<file path="src/rtl/tick_counter_pkg.sv">
// tick_counter_pkg: shared types and constants for the tick_counter slice.
//   state_t  - control FSM states
//   bcd_t    - one BCD decade
//   BCD_MAX / BCD_MIN - decade limits used for wrap, carry and borrow
package tick_counter_pkg;

  localparam int unsigned BCD_W = 4;

  typedef enum logic [1:0] {
    S_IDLE  = 2'd0,
    S_RUN   = 2'd1,
    S_STALL = 2'd2
  } state_t;

  typedef logic [BCD_W-1:0] bcd_t;

  localparam bcd_t BCD_MAX = 4'd9;
  localparam bcd_t BCD_MIN = 4'd0;

endpackage

</file>
<file path="src/rtl/tick_counter_if.sv">
// tick_counter_if: enable/control inputs and count/status outputs of tick_counter.
//   master: drives enable_i, run_i, up_i, clear_i; observes count_o, tick_o, wrap_o, stall_o
//   slave : the counter side of the same signals
interface tick_counter_if
  import tick_counter_pkg::*;
#(
  parameter int unsigned DIGITS = 2
);

  logic                    enable_i;
  logic                    run_i;
  logic                    up_i;
  logic                    clear_i;
  logic [BCD_W*DIGITS-1:0] count_o;
  logic                    tick_o;
  logic                    wrap_o;
  logic                    stall_o;

  modport master (
    output enable_i, run_i, up_i, clear_i,
    input  count_o, tick_o, wrap_o, stall_o
  );

  modport slave (
    input  enable_i, run_i, up_i, clear_i,
    output count_o, tick_o, wrap_o, stall_o
  );

endinterface

</file>
<file path="src/rtl/bcd_digit.sv">
// bcd_digit: one BCD decade of the up/down counter.
//   clk, rst_n  - clock, synchronous active-low reset
//   en          - advance this decade this cycle
//   up          - 1 = increment, 0 = decrement
//   clr         - synchronous clear, wins over en
//   value       - registered decade value (0..9)
//   carry_o     - decade sits at 9 while counting up (would carry if advanced)
//   borrow_o    - decade sits at 0 while counting down (would borrow if advanced)
module bcd_digit
  import tick_counter_pkg::*;
(
  input  logic clk,
  input  logic rst_n,
  input  logic en,
  input  logic up,
  input  logic clr,
  output bcd_t value,
  output logic carry_o,
  output logic borrow_o
);

  // Limit flags depend only on the held value, so the enable chain has no loop.
  assign carry_o  = up & (value == BCD_MAX);
  assign borrow_o = ~up & (value == BCD_MIN);

  // Decade register: clear beats advance; wraps 9->0 up and 0->9 down.
  always_ff @(posedge clk) begin
    if (!rst_n) begin
      value <= BCD_MIN;
    end else if (clr) begin
      value <= BCD_MIN;
    end else if (en) begin
      if (up) value <= (value == BCD_MAX) ? BCD_MIN : value + 4'd1;
      else    value <= (value == BCD_MIN) ? BCD_MAX : value - 4'd1;
    end
  end

endmodule

</file>
<file path="src/rtl/tick_counter.sv">
// tick_counter: turns rising edges of a divided square-wave enable into one-cycle
// ticks and advances a DIGITS-wide BCD up/down counter; flags a stalled enable.
//   clk, rst_n - clock, synchronous active-low reset
//   bus        - tick_counter_if.slave (enable_i, run_i, up_i, clear_i in;
//                count_o, tick_o, wrap_o, stall_o out, all registered)
// Build option: TICK_SYNC_EN inserts a 2-flop synchronizer on enable_i
// (adds 2 cycles to every tick/count/stall latency).
module tick_counter
  import tick_counter_pkg::*;
#(
  parameter int unsigned DIGITS       = 2,
  parameter int unsigned STALL_CYCLES = 20000
)(
  input  logic           clk,
  input  logic           rst_n,
  tick_counter_if.slave  bus
);

  localparam int unsigned SW = $clog2(STALL_CYCLES + 1);
  localparam logic [SW-1:0] STALL_MAX = SW'(STALL_CYCLES);

  logic en_s;

`ifdef TICK_SYNC_EN
  logic [1:0] sync_q;

  // Two-flop synchronizer for an enable from another domain.
  always_ff @(posedge clk) begin
    if (!rst_n) sync_q <= 2'b00;
    else        sync_q <= {sync_q[0], bus.enable_i};
  end

  assign en_s = sync_q[1];
`else
  assign en_s = bus.enable_i;
`endif

  state_t        state_q, state_d;
  logic          enable_q;
  logic [SW-1:0] stall_cnt_q, stall_cnt_d;
  logic          rise_c, edge_c, tick_c, wrap_c;

  assign rise_c = en_s & ~enable_q;
  assign edge_c = en_s ^ enable_q;

  // State, edge history and stall counter registers.
  always_ff @(posedge clk) begin
    if (!rst_n) begin
      state_q     <= S_IDLE;
      enable_q    <= 1'b0;
      stall_cnt_q <= '0;
    end else begin
      state_q     <= state_d;
      enable_q    <= en_s;
      stall_cnt_q <= stall_cnt_d;
    end
  end

  // Next state, stall counter and tick qualification.
  always_comb begin
    state_d     = state_q;
    stall_cnt_d = stall_cnt_q;
    tick_c      = 1'b0;

    if (edge_c || state_q == S_IDLE) stall_cnt_d = '0;
    else if (stall_cnt_q != STALL_MAX) stall_cnt_d = stall_cnt_q + SW'(1);

    unique case (state_q)
      S_IDLE:  if (bus.run_i) state_d = S_RUN;
      S_RUN: begin
        if (!bus.run_i)                     state_d = S_IDLE;
        else if (stall_cnt_d == STALL_MAX)  state_d = S_STALL;
      end
      S_STALL: begin
        if (!bus.run_i)  state_d = S_IDLE;
        else if (edge_c) state_d = S_RUN;
      end
      default: state_d = S_IDLE;
    endcase

    // A rising edge out of S_STALL is counted in the same cycle it resumes.
    tick_c = rise_c & bus.run_i & (state_q != S_IDLE);
  end

  bcd_t              digit  [DIGITS];
  logic [DIGITS-1:0] carry;
  logic [DIGITS-1:0] borrow;
  logic [DIGITS-1:0] dig_en;

  // Ripple enable: a decade advances when the tick reaches it through limit decades.
  always_comb begin
    dig_en    = '0;
    dig_en[0] = tick_c;
    for (int g = 1; g < int'(DIGITS); g++) begin
      dig_en[g] = dig_en[g-1] & (carry[g-1] | borrow[g-1]);
    end
    wrap_c = dig_en[DIGITS-1] & (carry[DIGITS-1] | borrow[DIGITS-1]) & ~bus.clear_i;
  end

  for (genvar g = 0; g < int'(DIGITS); g++) begin : g_digit
    bcd_digit u_digit (
      .clk      (clk),
      .rst_n    (rst_n),
      .en       (dig_en[g]),
      .up       (bus.up_i),
      .clr      (bus.clear_i),
      .value    (digit[g]),
      .carry_o  (carry[g]),
      .borrow_o (borrow[g])
    );
    assign bus.count_o[BCD_W*g +: BCD_W] = digit[g];
  end

  // Registered status pulses and stall level.
  always_ff @(posedge clk) begin
    if (!rst_n) begin
      bus.tick_o  <= 1'b0;
      bus.wrap_o  <= 1'b0;
      bus.stall_o <= 1'b0;
    end else begin
      bus.tick_o  <= tick_c;
      bus.wrap_o  <= wrap_c;
      bus.stall_o <= (state_d == S_STALL);
    end
  end

endmodule

</file>
<file path="src/flat_wrapper.sv">
// flat-port wrapper written by rule: the top's interface ports become plain ports
module tick_counter_flat import tick_counter_pkg::*;
#(
  parameter int unsigned DIGITS       = 2,
  parameter int unsigned STALL_CYCLES = 20000
)
  (clk, rst_n, bus_enable_i, bus_run_i, bus_up_i, bus_clear_i, bus_count_o, bus_tick_o, bus_wrap_o, bus_stall_o);
  tick_counter_if #(.DIGITS(DIGITS)) bus_i ();
  input  logic clk;
  input  logic rst_n;
  input wire logic [$bits(bus_i.enable_i)-1:0] bus_enable_i;
  input wire logic [$bits(bus_i.run_i)-1:0] bus_run_i;
  input wire logic [$bits(bus_i.up_i)-1:0] bus_up_i;
  input wire logic [$bits(bus_i.clear_i)-1:0] bus_clear_i;
  output wire logic [$bits(bus_i.count_o)-1:0] bus_count_o;
  output wire logic [$bits(bus_i.tick_o)-1:0] bus_tick_o;
  output wire logic [$bits(bus_i.wrap_o)-1:0] bus_wrap_o;
  output wire logic [$bits(bus_i.stall_o)-1:0] bus_stall_o;
  assign bus_i.enable_i = bus_enable_i;
  assign bus_i.run_i = bus_run_i;
  assign bus_i.up_i = bus_up_i;
  assign bus_i.clear_i = bus_clear_i;
  assign bus_count_o = bus_i.count_o;
  assign bus_tick_o = bus_i.tick_o;
  assign bus_wrap_o = bus_i.wrap_o;
  assign bus_stall_o = bus_i.stall_o;
  tick_counter #(.DIGITS(DIGITS), .STALL_CYCLES(STALL_CYCLES)) u_core (.clk(clk), .rst_n(rst_n), .bus(bus_i));
endmodule
</file>
<file path="config.mk">
export PLATFORM = sky130hd
export DESIGN_NAME = tick_counter_flat
export DESIGN_NICKNAME = d
export VERILOG_FILES = /design/src/rtl/tick_counter_pkg.sv /design/src/rtl/tick_counter_if.sv /design/src/rtl/bcd_digit.sv /design/src/rtl/tick_counter.sv /design/src/flat_wrapper.sv
export SDC_FILE = /design/constraint.sdc
export NUM_CORES = 1
export LEC_CHECK = 0
export ABC_CLOCK_PERIOD_IN_PS = 2250
export CAP_MARGIN = 10
export CORE_MARGIN = 3
export CORE_UTILIZATION = 40
export CTS_BUF_LIST = sky130_fd_sc_hd__clkbuf_16
export DETAILED_ROUTE_END_ITERATION = 16
export GPL_TIMING_DRIVEN = 0
export PLACE_DENSITY = 0.65
export SLEW_MARGIN = 0
export SYNTH_ARGS = -nofsm -noshare
export SYNTH_HDL_FRONTEND = slang
export SYNTH_SLANG_ARGS = --single-unit
</file>
<file path="constraint.sdc">
create_clock -name clk -period 2.25 [get_ports clk]
set_input_delay 0.675 -clock clk [delete_from_list [all_inputs] [get_ports clk]]
set_output_delay 0.675 -clock clk [all_outputs]
set_load 0.005 [all_outputs]
</file>
==> qor.yml <==
hold_path:
  min_from: "u_core.stall_cnt_q[7]"
  holdPathStages: 2
  min_path_type: "register to register"
  hold_end: "u_core.stall_cnt_q[7]"
sta:
  finalHoldViolCount: 0
  finalCriticalPeriod_ns: 2.13
  max_freq_mhz: 469
  rsz0062_at_grt: "false"
  setup_viol: 0
  fin_crit_sh_pct: 94.7
  finalMaxSlewViolations: 0
  slew-limit-headroom_pct: 65.1
  fin_skew_ns: 0.00520
  hold_ws_ns: 0.573
  worst_pin_slew_ns: 0.521
floorplanning:
  die_x_microns: 72.7
  core-area_sq_mm: 0.00414
  rows: 23
  start_util_pct: 42.9
  die-area_sq_mm: 0.00528
  io_pins: 17
  fp.dieH_microns: 72.7
global_routing:
  grt_max_degree: 11
  grt_overflow_total: 0
  grt_usage_pct: 16.6
  grt_pass1_vias: 1525
  grt_antenna_before_repair: 0
  grt_pass1_wl_mm: 6.89
drt:
  vias: 1699
  ant_nets: 0
  drc_errors: 0
  wl_per_cell_microns: 13.5
  via_per_inst: 5.64
  first_pass_iters: 4
  routed_wl_mm: 4.06
  drtIter0Drc: 104
finish:
  fillers: 407
  area_growth_pct: 25.9
  antenna_cells: 0
  fin_area_sq_mm: 0.00224
  final_nets: 259
  layout_common_cells: "nor2_1 (30), dfxtp_1 (29), o21ai_0 (15), clkdlybuf4s50_1 (14), nand2_1 (13)"
  drive_gt1_share_pct: 10.4
  final_common_cell: "nor2_1"
yosys:
  synthFlopType: "dfxtp_1"
  async_flop_share_pct: 0
  syn_area_per_cell_sq_um: 7.91
  synth_cells: 225
  ys_ff_latch: 29
  syn-num-nets: 234
  synth_edf_count: 0
  synth_cell_types: 49
  netlist_area_sq_mm: 0.00178
  synth-seq-area-share_pct: 32.6
  yosysWarnings: 0
setup_path:
  timing.rr.end: "u_core.state_q[0]"
  crit_chain: "ha_4 > nand3_4 > or4_1 > nand3_1 > nand4_1 > o41a_1"
  crit_buf_inv: 0
  arrival_ns: 2.29
  worstSetupPathType: "register to register"
  cp_max_fo: 9
  max_stage_delay_ns: 0.54
  rr_worst_depth: 6
  end_kind: "register"
  worstPathRequired_ns: 2.40
  ff2ff_setup_slack_ns: 0.12
  startpoint: "u_core.stall_cnt_q[0]"
  slowest_stage: "or4_1"
  startpoint_type: "register"
  crit_family: "simple AND/OR/NAND/NOR gates"
  reg2reg_from: "u_core.stall_cnt_q[0]"
placed_design:
  port_buffers: 15
  place_congestion: 0.852
  placed_area_sq_mm: 0.00199
  hpwlAfterDp_mm: 2.78
pwr:
  cellPowerDensity_mw_per_mm2: 537
  peakVddDrop_mv: 0.344
  total_leakage_power_nw: 0.697
run:
  maxCapViolations: 0
clock_network:
  numCtsBuffers: 5
  clock_sinks: 29
  cts_tree: "done"
  clock_latency_ns: 0.28
  clockBufferDepth: 2
  h-tree-depth: 2
  cts_hold_buf: 0
  clk_pin_slew_ns: 0.05
  cts_root_buffer: "clkbuf_16"
run_status:
  status: "finished clean"
## stage by stage
stage	util (%)	worst slack [ns]	cells	total power, mW	setup TNS [ns]
final	54.1	0.119	301	1.20	0
after floorplan	-	0.107	225	0.567	0
after detailed placement	48.1	-0.501	290	0.587	-5.74
after CTS	53.1	0.00808	301	1.22	0
after global routing	54.1	0.00149	301	1.25	0
after global placement	48.1	-0.501	290	0.586	-5.75
## cell type report
cell class / instances / area (sq um) / area share, %
buffer: 16 / 72.6 / 3.24
sequential: 29 / 581 / 25.9
clock buffer: 5 / 125 / 5.58
clock inverter: 3 / 11.3 / 0.503
timing repair buffer: 20 / 186 / 8.32
tap: 50 / 62.6 / 2.79
multi-input combinational: 169 / 1170 / 52.1
inverter: 9 / 33.8 / 1.51
## cells by family after synthesis
logic type | Yosys count | synth area share (%)
simple gates | 98 | 30.1
compound gates | 47 | 18.2
flops | 29 | 32.6
buf+inv | 27 | 6.40
xor+xnor | 18 | 8.86
mux | 3 | 1.69
fa+ha+maj | 3 | 2.11
## cell usage after synthesis, drive strengths merged (4+ instances only)
cell / instances / area [sq um]
nor2b: 6 / 37.5
nor3: 6 / 30.0
nand2b: 4 / 25.0
nor2: 30 / 113
o31ai: 5 / 37.5
nand4: 6 / 37.5
nand3: 8 / 40.0
dfxtp: 29 / 581
xor2: 7 / 61.3
o21ai: 16 / 80.1
clkbuf: 9 / 35.0
nand2: 13 / 48.8
buf: 9 / 45.0
nor4: 6 / 52.6
xnor2: 11 / 96.3
inv: 9 / 33.8
or3: 4 / 25.0
a21oi: 8 / 40.0
## layer usage
metal / up-vias / GRT usage [%] / share of wire, %
met4: 0 / 5.94 / 1.0
met5: - / 0 / 0
met3: 5 / 5.92 / 4.6
li1: 865 / - / -
met2: 33 / 25.7 / 45
met1: 796 / 21.3 / 49
## worst max path at each step
stage	end	depth (start not counted)
after floorplan	u_core.g_digit[1].u_digit.value[2]	6
after global placement	u_core.g_digit[1].u_digit.value[2]	7
after detailed placement	u_core.state_q[0]	7
after CTS	u_core.state_q[0]	6
after global routing	u_core.state_q[0]	6
final	u_core.state_q[0]	6
## repair_timing
item,CTS,global route
resized for setup,10,5
pin swaps,4,3
buffers inserted,3,2
endpoints found under the setup margin,7,4
## power breakdown
group | switching, mW | total (mW) | internal, mW
clock network | 0.224 | 0.621 | 0.396
logic | 0.0351 | 0.0610 | 0.0259
registers | 0.00363 | 0.522 | 0.518
## registers in the layout (all words and copies together) (netlist names)
signal and flops:
u_core.bus.stall_o 1, u_core.bus.tick_o 1, u_core.bus.wrap_o 1, u_core.enable_q 1
u_core.g_digit.u_digit.value 8, u_core.stall_cnt_q 15, u_core.state_q 2
## worst reg2reg max path, cell delays in order (launching register included)
cell     delay (ns)
dfxtp_1        0.43
ha_4           0.21
nand3_4        0.14
or4_1          0.54
nand3_1        0.09
nand4_1        0.16
o41a_1         0.43
Note: power is estimated with default switching activity, not from simulation.
